==> config.mk <==
export PLATFORM = sky130hd
export DESIGN_NAME = count_event_logger
export DESIGN_NICKNAME = d
export VERILOG_FILES = /design/src/rtl/count_event_logger.sv
export SDC_FILE = /design/constraint.sdc
export NUM_CORES = 1
export LEC_CHECK = 0
export CAP_MARGIN = 20
export CORE_MARGIN = 2
export CORE_UTILIZATION = 49
export DETAILED_ROUTE_END_ITERATION = 10
export GPL_TIMING_DRIVEN = 1
export MAX_ROUTING_LAYER = met4
export PLACE_DENSITY_LB_ADDON = 0.05
export SETUP_SLACK_MARGIN = 0.02
export SLEW_MARGIN = 30
export SYNTH_ARGS = -nofsm -noshare
export SYNTH_HDL_FRONTEND = slang
export SYNTH_SLANG_ARGS = --single-unit
export TNS_END_PERCENT = 20
==> constraint.sdc <==
create_clock -name clk -period 3.3 [get_ports clk]
set_clock_uncertainty 0.1 [all_clocks]
set_input_delay 0.66 -clock clk [delete_from_list [all_inputs] [get_ports clk]]
set_output_delay 0.66 -clock clk [all_outputs]
set_load 0.005 [all_outputs]
==> src/rtl/count_event_logger.sv <==
// ---------------------------------------------------------------------------
// count_event_logger
//
// Watches the 4-bit free-running counter and logs interesting changes of its
// value. Every clock the current count is compared with the previous sample
// and classified as WRAP (15 -> 0), MATCH (normal +1 step onto cmp_value
// while cmp_en is set) or JUMP (any other change). Each event is stamped
// with a free-running timestamp and pushed into a small FIFO that a consumer
// drains through a valid/ready handshake.
//
// Parameters:
//   DEPTH      FIFO entries, power of two in 2..16
//   TS_W       timestamp width in bits
//
// Ports:
//   clk        rising-edge clock, shared with the counter
//   reset      asynchronous, active-high reset
//   count_in   counter value to monitor
//   cmp_en     enables MATCH detection
//   cmp_value  compare value for MATCH
//   evt_ready  consumer accepts the head entry
//   ovf_clr    synchronous clear of the sticky overflow flag
//   evt_valid  FIFO holds at least one entry
//   evt_code   head event type: 0 = WRAP, 1 = MATCH, 2 = JUMP
//   evt_count  count_in value that caused the head event
//   evt_stamp  timestamp of the head event
//   fifo_level current FIFO occupancy
//   overflow   sticky flag, set when an event had to be dropped
// ---------------------------------------------------------------------------
module count_event_logger #(
    parameter int DEPTH = 4,
    parameter int TS_W  = 8
) (
    input  logic                    clk,
    input  logic                    reset,
    input  logic [3:0]              count_in,
    input  logic                    cmp_en,
    input  logic [3:0]              cmp_value,
    input  logic                    evt_ready,
    input  logic                    ovf_clr,
    output logic                    evt_valid,
    output logic [1:0]              evt_code,
    output logic [3:0]              evt_count,
    output logic [TS_W-1:0]         evt_stamp,
    output logic [$clog2(DEPTH):0]  fifo_level,
    output logic                    overflow
);

    localparam int PTR_W = $clog2(DEPTH);
    localparam int LVL_W = PTR_W + 1;

    typedef enum logic [1:0] {
        EVT_WRAP  = 2'd0,
        EVT_MATCH = 2'd1,
        EVT_JUMP  = 2'd2
    } evt_code_e;

    typedef struct packed {
        evt_code_e         code;
        logic [3:0]        count;
        logic [TS_W-1:0]   stamp;
    } entry_t;

    // -----------------------------------------------------------------------
    // State
    // -----------------------------------------------------------------------
    logic [TS_W-1:0]  ts_q,       ts_d;
    logic [3:0]       prev_q,     prev_d;
    logic             prev_vld_q, prev_vld_d;
    logic [PTR_W-1:0] rd_ptr_q,   rd_ptr_d;
    logic [PTR_W-1:0] wr_ptr_q,   wr_ptr_d;
    logic [LVL_W-1:0] level_q,    level_d;
    logic             overflow_q, overflow_d;
    entry_t           head_q,     head_d;
    entry_t           mem_q [DEPTH];

    // -----------------------------------------------------------------------
    // Combinational helpers
    // -----------------------------------------------------------------------
    logic             evt_fire;
    evt_code_e        evt_type;
    logic [3:0]       count_step;
    logic             fifo_full;
    logic             fifo_empty;
    logic             pop;
    logic             push;
    logic             drop;
    logic [PTR_W-1:0] rd_next;
    entry_t           new_entry;

    // Classification of the current sample against the previous one.
    // A step that is not exactly +1 (mod 16) is a JUMP and beats everything,
    // so a jump landing on cmp_value is never reported as MATCH. The +1 step
    // out of 15 is the wrap and beats MATCH, so cmp_value = 0 yields WRAP only.
    always_comb begin
        evt_fire   = 1'b0;
        evt_type   = EVT_WRAP;
        count_step = prev_q + 4'd1;
        if (prev_vld_q && (count_in != prev_q)) begin
            if (count_in != count_step) begin
                evt_fire = 1'b1;
                evt_type = EVT_JUMP;
            end else if (prev_q == 4'hF) begin
                evt_fire = 1'b1;
                evt_type = EVT_WRAP;
            end else if (cmp_en && (count_in == cmp_value)) begin
                evt_fire = 1'b1;
                evt_type = EVT_MATCH;
            end
        end
    end

    // FIFO control. A pop frees a slot on the same edge, so a full FIFO still
    // accepts a new event when the consumer is taking the head at that edge.
    // The head entry is kept in its own register so the outputs never depend
    // combinationally on count_in and simply hold their value while empty.
    always_comb begin
        fifo_full  = (level_q == LVL_W'(DEPTH));
        fifo_empty = (level_q == '0);
        pop        = !fifo_empty && evt_ready;
        push       = evt_fire && (!fifo_full || pop);
        drop       = evt_fire && fifo_full && !pop;
        rd_next    = rd_ptr_q + PTR_W'(1);

        new_entry.code  = evt_type;
        new_entry.count = count_in;
        new_entry.stamp = ts_q;

        rd_ptr_d = rd_ptr_q;
        wr_ptr_d = wr_ptr_q;
        level_d  = level_q;
        head_d   = head_q;

        if (pop) begin
            rd_ptr_d = rd_next;
        end
        if (push) begin
            wr_ptr_d = wr_ptr_q + PTR_W'(1);
        end

        case ({push, pop})
            2'b10:   level_d = level_q + LVL_W'(1);
            2'b01:   level_d = level_q - LVL_W'(1);
            default: level_d = level_q;
        endcase

        // The next head is the following stored entry if one exists,
        // otherwise the entry being pushed right now (empty FIFO, or the
        // last stored entry leaving on the same edge).
        if (pop && (level_q > LVL_W'(1))) begin
            head_d = mem_q[rd_next];
        end else if (push && (fifo_empty || (pop && (level_q == LVL_W'(1))))) begin
            head_d = new_entry;
        end

        // A drop on the same edge as a clear leaves the flag set.
        if (drop) begin
            overflow_d = 1'b1;
        end else if (ovf_clr) begin
            overflow_d = 1'b0;
        end else begin
            overflow_d = overflow_q;
        end

        ts_d       = ts_q + TS_W'(1);
        prev_d     = count_in;
        prev_vld_d = 1'b1;
    end

    // -----------------------------------------------------------------------
    // Registers with asynchronous reset. Reset empties the FIFO by clearing
    // the pointers and level; stale array contents are never observed.
    // -----------------------------------------------------------------------
    always_ff @(posedge clk or posedge reset) begin
        if (reset) begin
            ts_q       <= '0;
            prev_q     <= '0;
            prev_vld_q <= 1'b0;
            rd_ptr_q   <= '0;
            wr_ptr_q   <= '0;
            level_q    <= '0;
            overflow_q <= 1'b0;
            head_q     <= '0;
        end else begin
            ts_q       <= ts_d;
            prev_q     <= prev_d;
            prev_vld_q <= prev_vld_d;
            rd_ptr_q   <= rd_ptr_d;
            wr_ptr_q   <= wr_ptr_d;
            level_q    <= level_d;
            overflow_q <= overflow_d;
            head_q     <= head_d;
        end
    end

    // Storage array. When full with a simultaneous pop, wr_ptr equals rd_ptr
    // and the slot being overwritten is the one the consumer just took.
    always_ff @(posedge clk) begin
        if (push) begin
            mem_q[wr_ptr_q] <= new_entry;
        end
    end

    // -----------------------------------------------------------------------
    // Outputs
    // -----------------------------------------------------------------------
    assign evt_valid  = !fifo_empty;
    assign evt_code   = head_q.code;
    assign evt_count  = head_q.count;
    assign evt_stamp  = head_q.stamp;
    assign fifo_level = level_q;
    assign overflow   = overflow_q;

endmodule

==> summary.md, run 1 <==
| Metric | Value |
|---|---|
| Inserted Clock Buffers | 9 |
| Via density | ~5.3 |
| Number of core rows | 32 |
| Gates resized, CTS repair | 0 |
| Category of the most critical setup path | primary input to flip-flop |
| Clock root cell | sky130_fd_sc_hd__clkbuf_8 |
| Placeable core region | between 7000 and 8000 um^2 |
| Hold/Removal Path Class | flip-flop to flip-flop |
| Worst slew margin relative to its limit | 61.5% |
| Pin count of the biggest net entering global routing | 36 |
| Crit path DAT | about 2900 ps |
| Fraction of final layout cells with drive strength greater than 1 | 23.4% |
| Total gr overflow | 0 |
| Router iterations before antenna repair | 4 |
| Worst path slowest cell | sky130_fd_sc_hd__clkdlybuf4s50_1 |
| Starting Density | 50.9% |
| Weighted congestion at the end of routability-driven global placement | approximately 0.76 |
| CTS clock-pin slew for the worst setup and hold paths | ~90 ps |
| Horizontal die dimension | roughly 94 um |
| Critical Path End Type | flip-flop |
| Count of flip-flops with a built-in enable after synthesis | 56 |
| Sinks on the clock net | between 90 and 100 |
| Critical path buffers and inverters | 1 |
| Global-route wire length before repair | 11.2 mm |
| Die Footprint | just under 9000 um^2 |
| Worst path top cell family by delay | simple AND/OR/NAND/NOR gates |
| Number of DRC markers after the initial detailed-route iteration | 128 |
| Drt drc | 0 |
| Predominant post-synthesis flop cell | sky130_fd_sc_hd__edfxtp_1 |
| Max-cap viol count | 0 |
| Leakage power total | 1.79 nW |
| I/O Buffers | 31 |
| Flip-flop and latch count after synthesis | between 90 and 100 |
| Max Transition Viols Final | 0 |
| Worst-case clock buffer depth | 2 |
| Total wirelength of the detailed-routed design | 6.97 mm |
| Setup repair after global routing missed its margin | no |
| Result of the run | complete, no violations |
| Final setup violation count | 0 |
| # H-tree levels | 3 |
| Post-Synthesis Net Count | about 260 |
| Height of the die | about 94 um |
| Routed WL per cell | 17.7 um |
| Buffers inserted by post-CTS timing repair | 0 |
| HPWL after detailed placement | approximately 4.5 mm |
| Worst-path maximum fanout | 13 |
| Initial antenna violation count | 0 |
| Post-Syn Instances | 241 |
| Timing-limited maximum frequency | about 0.37 GHz |
| Tightest Pin Transition | 575 ps |
| Number of warnings reported in the yosys synthesis log | 0 |
| Fillcell total | 618 |
| Final Net Count | slightly above 300 |
| Diodes inserted | 0 |
| Setup crit start kind | primary input |
| Vias in the first global route | 2112 |
| Power density of the placed cells | 778 nW/um^2 |
| Avg Cell Area, Syn | 16.5 um^2 |
| Number of hold buffers added after cts | 0 |
| Final Hold Fails | 0 |
| Insertion delay to the later sink of the worst-skew pair | 360 ps |
| Sequence of cells on the critical path | clkdlybuf4s50_1 > xor2_1 > and2_1 > and4b_1 > a21oi_2 > nand2_2 > nand2b_4 > mux2_1 |
| Number of distinct library cell variants in the gate-level netlist after synthesis | between 40 and 50 |
| Residual antenna-violating net count after detailed routing | 0 |
| Count of vias placed by the detailed router | around 2100 |
| I/O pin count | 32 |
| Post-route fraction of the period consumed by the critical path | about 83% |
| Max IR drop VDD | ~0.38 mV |
| Data required time of the critical path | ~3400 ps |
| Summed negative setup slack over all endpoints | 0 ps |
| Overall fraction of global-route tracks in use | 18.0% |
| Area delta synth->final | 18.2% |
| Fraction of the yosys area taken by sequential cells | 64.3% |
| Min Clock Period, post-route | 2730 ps |
| TritonCTS clock tree | done |
| Proportion of register bits with asynchronous set or reset after synthesis | 38.5% |
| Area of the mapped netlist | between 3000 and 4000 um^2 |
| Largest stage delay on the critical path | ~640 ps |
| Worst hold slack after final layout | between 300 and 400 ps |
cell families after synthesis:
family / count (synthesis) / synth area share (%)
buf+inv: 20 / 2.23
flops: 91 / 64.3
compound gates: 20 / 3.59
mux: 40 / 16.2
other cells: 1 / 0.0943
fa+ha+maj: 11 / 3.40
simple gates: 37 / 5.35
xor+xnor: 21 / 4.81
sequential cells by signal, summed over array words and instances, names as in the netlist:
signal	flops
fifo_level	3
prev_vld_q	1
overflow	1
mem_q	56
evt_count	4
prev_q	4
evt_code	2
ts_q	8
evt_stamp	8
wr_ptr_q	2
rd_ptr_q	2
worst reg2reg max path: stages, from the launching register on:
cell and delay (ps):
sky130_fd_sc_hd__dfrtp_1 420, sky130_fd_sc_hd__ha_1 310, sky130_fd_sc_hd__xnor2_1 120, sky130_fd_sc_hd__and2_1 170, sky130_fd_sc_hd__and4b_1 220, sky130_fd_sc_hd__a21oi_2 300, sky130_fd_sc_hd__nand2_2 130, sky130_fd_sc_hd__nand2b_4 240
sky130_fd_sc_hd__mux2_1 350
worst paths after layout:
kind                       cells past startpoint             to         from  slack, ps
hold / removal                                 1    rd_ptr_q[1]  rd_ptr_q[1]        370
max in group asynchronous                      3  fifo_level[0]        reset       2140
setup / recovery                               8   evt_count[3]  count_in[0]        570
hold reg to reg                                1    rd_ptr_q[1]  rd_ptr_q[1]        370
min in group asynchronous                      3   evt_stamp[5]        reset        600
setup reg to reg                               8   evt_count[3]    prev_q[0]        810
area by class of cell:
class,instances,area [um^2],area share [%]
tap,102,128,2.72
inverter,10,37.5,0.799
sequential,91,2560,54.4
timing repair buffer,44,458,9.74
clock inverter,7,65.1,1.38
clock buffer,9,124,2.64
multi-input combinational,130,1330,28.3
cell usage in the layout (no fill, tap or decap), types with 2 or more instances in the layout:
cell type / synthesis / final
sky130_fd_sc_hd__and3_1: 7 / 7
sky130_fd_sc_hd__nand2b_1: 3 / 3
sky130_fd_sc_hd__xnor2_1: 10 / 10
sky130_fd_sc_hd__a21oi_1: 3 / 3
sky130_fd_sc_hd__nand3_1: 7 / 7
sky130_fd_sc_hd__inv_1: 9 / 9
sky130_fd_sc_hd__mux2_1: 7 / 7
sky130_fd_sc_hd__mux2_2: 8 / 8
sky130_fd_sc_hd__xor2_1: 10 / 10
sky130_fd_sc_hd__and2_1: 2 / 2
sky130_fd_sc_hd__nor2_1: 2 / 2
sky130_fd_sc_hd__o21ai_1: 3 / 3
sky130_fd_sc_hd__dfrtp_1: 35 / 35
sky130_fd_sc_hd__clkdlybuf4s50_1: 0 / 31
sky130_fd_sc_hd__buf_4: 0 / 9
sky130_fd_sc_hd__inv_8: 0 / 3
sky130_fd_sc_hd__inv_6: 0 / 2
sky130_fd_sc_hd__clkbuf_8: 0 / 9
sky130_fd_sc_hd__mux2_4: 10 / 10
sky130_fd_sc_hd__a31oi_1: 2 / 2
sky130_fd_sc_hd__nand2_1: 8 / 8
sky130_fd_sc_hd__ha_1: 10 / 10
sky130_fd_sc_hd__edfxtp_1: 56 / 56
sky130_fd_sc_hd__o221ai_1: 2 / 2
sky130_fd_sc_hd__buf_12: 0 / 4
sky130_fd_sc_hd__mux4_2: 14 / 14
metrics by stage:
stage,area [um^2],power [mW],worst slack (ps),util [%],instances
2_1_floorplan,3980,2.49,796,-,241
3_3_place_gp,4510,2.97,235,57.8,377
3_5_place_dp,4510,2.99,188,57.8,377
4_1_cts,4700,3.72,567,60.2,393
5_1_grt,4700,3.88,408,60.2,393
6_report,4700,3.65,570,60.2,393
per-layer routing:
metal / global-route usage [%] / vias to the layer above / wire length [um]
met5: - / - / 0
met4: 6.52 / 0 / 40
met3: 3.85 / 2 / 220
met2: 28.3 / 33 / 3540
met1: 23.3 / 1075 / 3170
li1: - / 988 / -
Yosys cell counts, types with 2 or more instances:
library cell / number / area share, %
sky130_fd_sc_hd__a21oi_1: 3 / 0.38
sky130_fd_sc_hd__dfrtp_1: 35 / 22
sky130_fd_sc_hd__nor2_1: 2 / 0.19
sky130_fd_sc_hd__mux2_2: 8 / 2.3
sky130_fd_sc_hd__a31oi_1: 2 / 0.31
sky130_fd_sc_hd__mux4_2: 14 / 7.9
sky130_fd_sc_hd__edfxtp_1: 56 / 42
sky130_fd_sc_hd__buf_2: 5 / 0.63
sky130_fd_sc_hd__inv_1: 9 / 0.85
sky130_fd_sc_hd__clkbuf_1: 3 / 0.28
sky130_fd_sc_hd__xor2_1: 10 / 2.2
sky130_fd_sc_hd__o221ai_1: 2 / 0.44
sky130_fd_sc_hd__and3_1: 7 / 1.1
sky130_fd_sc_hd__nand2_1: 8 / 0.76
sky130_fd_sc_hd__nand2b_1: 3 / 0.47
sky130_fd_sc_hd__mux2_1: 7 / 2.0
sky130_fd_sc_hd__and2_1: 2 / 0.31
sky130_fd_sc_hd__ha_1: 10 / 3.1
sky130_fd_sc_hd__o21ai_1: 3 / 0.38
sky130_fd_sc_hd__mux2_4: 10 / 3.8
sky130_fd_sc_hd__nand3_1: 7 / 0.88
sky130_fd_sc_hd__xnor2_1: 10 / 2.2
power breakdown:
part	internal, mW	leakage, nW	switching [mW]
registers	1.48	0.924	0.148
logic	0.771	0.772	0.532
clock network	0.295	0.0965	0.426
total	2.55	1.79	1.11
Power figures use the tool's default switching activity.
==> inputs of run 2 (changes only) <==
clock period = 2.5 ns   (was 3.3 ns; I/O delays follow)
==> run 2 against run 1 <==
Combinational power increased by 51%. Register-to-register slack got worse by 700 ps. Final cell count is 4.8% higher. Clock power increased by 24%. Die area stayed put. Critical path depth did not move. Total power increased by 36%. Sequential share of layout area fell by 2.1 points. Worst hold slack better by 21 ps.
==> summary.md, run 2 (synthesis results as in run 1) <==
| Metric | Value |
|---|---|
| Result of the run | complete, no violations |
| Setup repair after global routing missed its margin | yes |
| Via density | 5.20 (-2.6%) |
| Final Net Count | 328 (+6.1%) |
| Leakage power total | 1.89 nW (+5.6%) |
| Fillcell total | 608 (-1.6%) |
| Diodes inserted | 0 (unchanged) |
| Number of placed cells counting well taps | 395 (+4.8%) |
| Residual antenna-violating net count after detailed routing | 0 (unchanged) |
| Drt drc | 0 (unchanged) |
| Post-DP Area | 4680 um^2 (+3.9%) |
| Critical Path End Type | flip-flop |
| Sinks on the clock net | 91 (unchanged) |
| Total wirelength of the detailed-routed design | 6.80 mm (-2.5%) |
| Horizontal die dimension | 94.1 um (unchanged) |
| Fin cells | 412 (+4.8%) |
| Power density of the placed cells | 1020 nW/um^2 (+31%) |
| Inserted Clock Buffers | 9 (unchanged) |
| Largest register by flop count | mem_q |
| Worst-path maximum fanout | 14 (+1) |
| Final setup violation count | 0 (unchanged) |
| Power Total | 4.97 mW (+36%) |
| Starting Density | 50.9% (unchanged) |
| Total gr overflow | 0 (unchanged) |
| Number of hold buffers added after cts | 0 (unchanged) |
| Hold/Removal Path Class | flip-flop to flip-flop |
| Routed WL per cell | 16.5 um (-7.0%) |
| Placement Setup Slack | -292 ps (-480 ps) |
| Global-route wire length before repair | 11.1 mm (-0.98%) |
| Weighted congestion at the end of routability-driven global placement | 0.823 (+8.2%) |
| Fraction of final layout cells with drive strength greater than 1 | 29.0% (+5.7 points) |
| Vias in the first global route | 2121 (+0.43%) |
| I/O pin count | 32 (unchanged) |
| TritonCTS clock tree | done |
| Final setup slack of the worst path | 98.3 ps (-472 ps) |
| Area of all placed cells without fillers | 4890 um^2 (+4.1%) |
| Most frequent standard cell in the layout excluding fill and tap cells | sky130_fd_sc_hd__edfxtp_1 |
| Max IR drop VDD | 0.505 mV (+32%) |
| Area delta synth->final | 23.0% |
| Max-cap viol count | 0 (unchanged) |
| Post-route fraction of the period consumed by the critical path | 96.1% |
| Final core area utilization | 62.7% (+2.5 points) |
| Worst-case clock buffer depth | 2 (unchanged) |
| Number of DRC markers after the initial detailed-route iteration | 61 (-52%) |
| Pin count of the biggest net entering global routing | 36 (unchanged) |
| Data required time of the critical path | 2460 ps (-980 ps) |
| Crit path DAT | 2360 ps (-510 ps) |
| Number of core rows | 32 (unchanged) |
| Router iterations before antenna repair | 4 (unchanged) |
| Commonest non-fill, non-tap cells in the layout | sky130_fd_sc_hd__edfxtp_1 (56), sky130_fd_sc_hd__dfrtp_1 (35), sky130_fd_sc_hd__clkdlybuf4s50_1 (31) |
| Clock root cell | sky130_fd_sc_hd__clkbuf_8 |
| I/O Buffers | 31 (unchanged) |
| Category of the most critical setup path | primary input to flip-flop |
| Flip-flop count of the largest register, all copies and words added | 56 (unchanged) |
| Max Transition Viols Final | 0 (unchanged) |
| Summed negative setup slack over all endpoints | 0 ps (unchanged) |
| # H-tree levels | 3 (unchanged) |
| Setup crit start kind | primary input |
| HPWL after detailed placement | 4.67 mm (+3.9%) |
| Die Footprint | 8850 um^2 (unchanged) |
| CTS clock-pin slew for the worst setup and hold paths | 80 ps (about the same) |
| Worst hold slack after final layout | 394 ps (+20.9 ps) |
| Min Clock Period, post-route | 2400 ps |
| Insertion delay to the later sink of the worst-skew pair | 350 ps (about the same) |
| Final Hold Fails | 0 (unchanged) |
| Count of vias placed by the detailed router | 2142 (+2.1%) |
| Overall fraction of global-route tracks in use | 17.6% (-0.42 points) |
| Initial antenna violation count | 0 (unchanged) |
| Height of the die | 94.1 um (unchanged) |
| Timing-limited maximum frequency | between 0.4 and 0.5 GHz |
| Placeable core region | 7810 um^2 (unchanged) |
## run 2: cell types whose count changed in the layout (fill, tap and decap cells not counted), sizes merged
| cell | before | now |
|---|---|---|
| buf | 13 | 32 |
| inv | 16 | 11 |
| clkinv | 0 | 2 |
| clkinvlp | 1 | 2 |
| clkbuf | 9 | 11 |
## run 2: worst paths after layout
check / cells past startpoint / from / slack, ps / to
setup / recovery: 8 / count_in[3] / 100 / mem_q[1][8]
hold / removal: 1 / evt_count[3] / 390 / evt_count[3]
setup reg to reg: 8 / prev_q[0] / 110 / mem_q[1][8]
hold reg to reg: 1 / evt_count[3] / 390 / evt_count[3]
max in group asynchronous: 3 / reset / 1510 / fifo_level[0]
min in group asynchronous: 3 / reset / 450 / evt_stamp[6]
## run 2: where the power goes
group          internal, mW  total (mW)  switching, mW
registers              1.96        2.11          0.154
clock network         0.393       0.896          0.504
logic                  1.19        1.96          0.772
total                  3.54        4.97           1.43
## run 2: layout make-up
type | count | area, um^2 | share of cell area, %
well taps | 102 | 128 | 2.61
flip-flops and latches | 91 | 2560 | 52.3
clock buffers | 11 | 141 | 2.89
multi-input cells | 130 | 1350 | 27.6
repair buffers | 63 | 642 | 13.1
clock inverters | 5 | 37.5 | 0.767
inverters | 10 | 37.5 | 0.767
## run 2: worst max-delay path: stages
cell	delay [ps]
sky130_fd_sc_hd__clkdlybuf4s50_1	560
sky130_fd_sc_hd__xor2_2	210
sky130_fd_sc_hd__xor2_1	110
sky130_fd_sc_hd__and4b_1	220
sky130_fd_sc_hd__a21oi_2	210
sky130_fd_sc_hd__buf_6	170
sky130_fd_sc_hd__and3_1	200
sky130_fd_sc_hd__buf_12	170
## run 2: per-layer routing
| metal | routed length, um | up-vias | share of wire, % | global-route usage (%) |
|---|---|---|---|---|
| li1 | - | 1032 | - | - |
| met1 | 3240 | 1061 | 48 | 24.7 |
| met2 | 3260 | 39 | 48 | 25.8 |
| met3 | 202 | 10 | 3.0 | 2.89 |
| met4 | 101 | 0 | 1.5 | 7.25 |
| met5 | 0 | - | 0 | - |
## run 2: what timing repair did
item	CTS	global route
pin swaps	0	1
endpoints found under the setup margin	1	58
gates resized for setup	0	4
buffers inserted	1	0
gates cloned	0	0
==> inputs of run 3 (changes only) <==
CORE_MARGIN = 1.5   (was 2)
SKIP_LAST_GASP = 1   (was unset)
==> run 3 against run 2 <==
Worst hold slack better by 4.5 ps. Critical path depth is 1 higher. Highest routed layer unchanged. Core utilization is 1.3 points higher. Die area is 2.1% lower. Sequential power hardly changed. Clock power is 21% higher.
==> summary.md, run 3 (synthesis results as in run 1) <==
| Metric | Value |
|---|---|
| Met1 track demand over resource | 24.3% (-0.36 points) |
| Total gr overflow | 0 (unchanged) |
| Crit path DAT | 2610 ps (+250 ps) |
| I/O Buffers | 31 (unchanged) |
| Residual antenna-violating net count after detailed routing | 0 (unchanged) |
| Final Hold Fails | 0 (unchanged) |
| Via density | 5.18 (-0.40%) |
| # H-tree levels | 3 (unchanged) |
| Largest register by flop count | mem_q |
| Worst-case reg-to-reg path depth | 9 (+1) |
| Summed negative setup slack over all endpoints | 0 ps (unchanged) |
| Commonest non-fill, non-tap cells in the layout | sky130_fd_sc_hd__edfxtp_1 (56), sky130_fd_sc_hd__dfrtp_1 (34), sky130_fd_sc_hd__clkdlybuf4s50_1 (30) |
| Critical Path End Type | flip-flop |
| Global-route wire length before repair | 11.4 mm (+2.9%) |
| Flip-flop count of the largest register, all copies and words added | 56 (unchanged) |
| Most frequent standard cell in the layout excluding fill and tap cells | sky130_fd_sc_hd__edfxtp_1 |
| Final setup slack of the worst path | 25.9 ps (-72.4 ps) |
| Pin count of the biggest net entering global routing | 36 (unchanged) |
| Worst hold stages | 1 (unchanged) |
| Height of the die | 93.1 um (-1.1%) |
| Placeable core region | 7810 um^2 (unchanged) |
| Result of the run | complete, no violations |
| Worst-case clock buffer depth | 2 (unchanged) |
| Clock root cell | sky130_fd_sc_hd__clkbuf_8 |
| Fin cells | 415 (+0.73%) |
| Post-route fraction of the period consumed by the critical path | 99.0% (+2.9 points) |
| I/O pin count | 32 (unchanged) |
| Inserted Clock Buffers | 9 (unchanged) |
| Weighted congestion at the end of routability-driven global placement | 0.786 (-4.4%) |
| Router iterations before antenna repair | 4 (unchanged) |
| Insertion delay to the later sink of the worst-skew pair | 350 ps (about the same) |
| Data required time of the critical path | 2630 ps (+170 ps) |
| Final setup violation count | 0 (unchanged) |
| Max Transition Viols Final | 0 (unchanged) |
| Number of DRC markers after the initial detailed-route iteration | 97 (+59%) |
| Final core area utilization | 63.9% (+1.3 points) |
| Max-cap viol count | 0 (unchanged) |
| Setup crit start kind | primary input |
| Met3 track demand over resource | 5.61% (+2.7 points) |
| Hold/Removal Path Class | flip-flop to flip-flop |
| Diodes inserted | 0 (unchanged) |
| Initial antenna violation count | 0 (unchanged) |
| Leakage power total | 1.94 nW (+2.3%) |
| Category of the most critical setup path | primary input to flip-flop |
| Fraction of final layout cells with drive strength greater than 1 | 30.4% (+1.3 points) |
| Routed WL per cell | 16.9 um (+2.3%) |
| Total wirelength of the detailed-routed design | 7.01 mm (+3.0%) |
| Placement Setup Slack | -337 ps (-44.6 ps) |
| CTS clock-pin slew for the worst setup and hold paths | 90 ps (about the same) |
| Count of vias placed by the detailed router | 2149 (+0.33%) |
| Final Net Count | 331 (+0.91%) |
| Die Footprint | 8660 um^2 (-2.1%) |
| Starting Density | 50.9% (unchanged) |
| Horizontal die dimension | 93.1 um (-1.1%) |
| Setup repair after global routing missed its margin | yes |
| Drt drc | 0 (unchanged) |
| Area delta synth->final | 25.5% |
| Sinks on the clock net | 91 (unchanged) |
| Met2 track demand over resource in global routing | 29.0% (+3.1 points) |
| Number of hold buffers added after cts | 0 (unchanged) |
| Timing-limited maximum frequency | 0.404 GHz (-2.9%) |
| Worst-path maximum fanout | 7 (-7) |
| Power density of the placed cells | 1030 nW/um^2 (+1.4%) |
| HPWL after detailed placement | 4.55 mm (-2.5%) |
| TritonCTS clock tree | done |
| Vias in the first global route | 2124 (+0.14%) |
| Min Clock Period, post-route | 2470 ps (+72.4 ps) |
| Overall fraction of global-route tracks in use | 18.6% (+1.1 points) |
| Power Total | 5.14 mW (+3.4%) |
| Max IR drop VDD | 0.576 mV (+14%) |
| Most heavily used metal layer in global routing | met2 |
| Number of core rows | 32 (unchanged) |
| Number of placed cells counting well taps | 395 (unchanged) |
[run 3: per-stage QoR]
step / area [um^2] / hold slack, ps
3_5_place_dp: 4660 / 384
5_1_grt: 4990 / 428
6_report: 4990 / 399
2_1_floorplan: 3980 / 383
4_1_cts: 4880 / 406
3_3_place_gp: 4660 / 376
[run 3: worst paths after layout]
| kind | slack, ps | start | to |
|---|---|---|---|
| setup / recovery | 30 | count_in[3] | fifo_level[1] |
| hold / removal | 400 | evt_stamp[7] | evt_stamp[7] |
| setup reg to reg | 140 | prev_q[0] | fifo_level[1] |
| hold reg to reg | 400 | evt_stamp[7] | evt_stamp[7] |
| max in group asynchronous | 1470 | reset | fifo_level[0] |
| min in group asynchronous | 460 | reset | evt_stamp[6] |
[run 3: layout make-up]
cell class	instances	area, um^2
Clock inverter	6	88.8
Tap cell	102	128
Multi-Input combinational cell	130	1380
Timing Repair Buffer	66	671
Clock buffer	10	128
Inverter	10	37.5
Fill cell	572	2820
Sequential cell	91	2560
[run 3: report_power, final]
group | leakage (nW) | switching (mW) | internal [mW]
Clock | 0.105 | 0.513 | 0.566
Combinational | 0.909 | 0.747 | 1.18
Sequential | 0.923 | 0.175 | 1.96
[run 3: worst max-delay path: stages]
cell and delay, ps:
sky130_fd_sc_hd__clkdlybuf4s50_1 560, sky130_fd_sc_hd__xor2_2 180, sky130_fd_sc_hd__xor2_1 240, sky130_fd_sc_hd__and4b_2 310, sky130_fd_sc_hd__a21oi_4 90, sky130_fd_sc_hd__buf_4 180, sky130_fd_sc_hd__maj3_1 330, sky130_fd_sc_hd__o22ai_1 160
sky130_fd_sc_hd__a31oi_1 60
[run 3: layer usage]
metal  wire (um)  vias to the layer above
met5           0                        -
met4          56                        0
met2        3530                       28
met3         213                        6
li1            -                     1027
met1        3210                     1088
[run 3: what timing repair did]
item / in CTS / in global routing
setup endpoints to repair: 33 / 72
setup buffers: 0 / 4
gates resized for setup: 2 / 11
pin swaps: 0 / 3
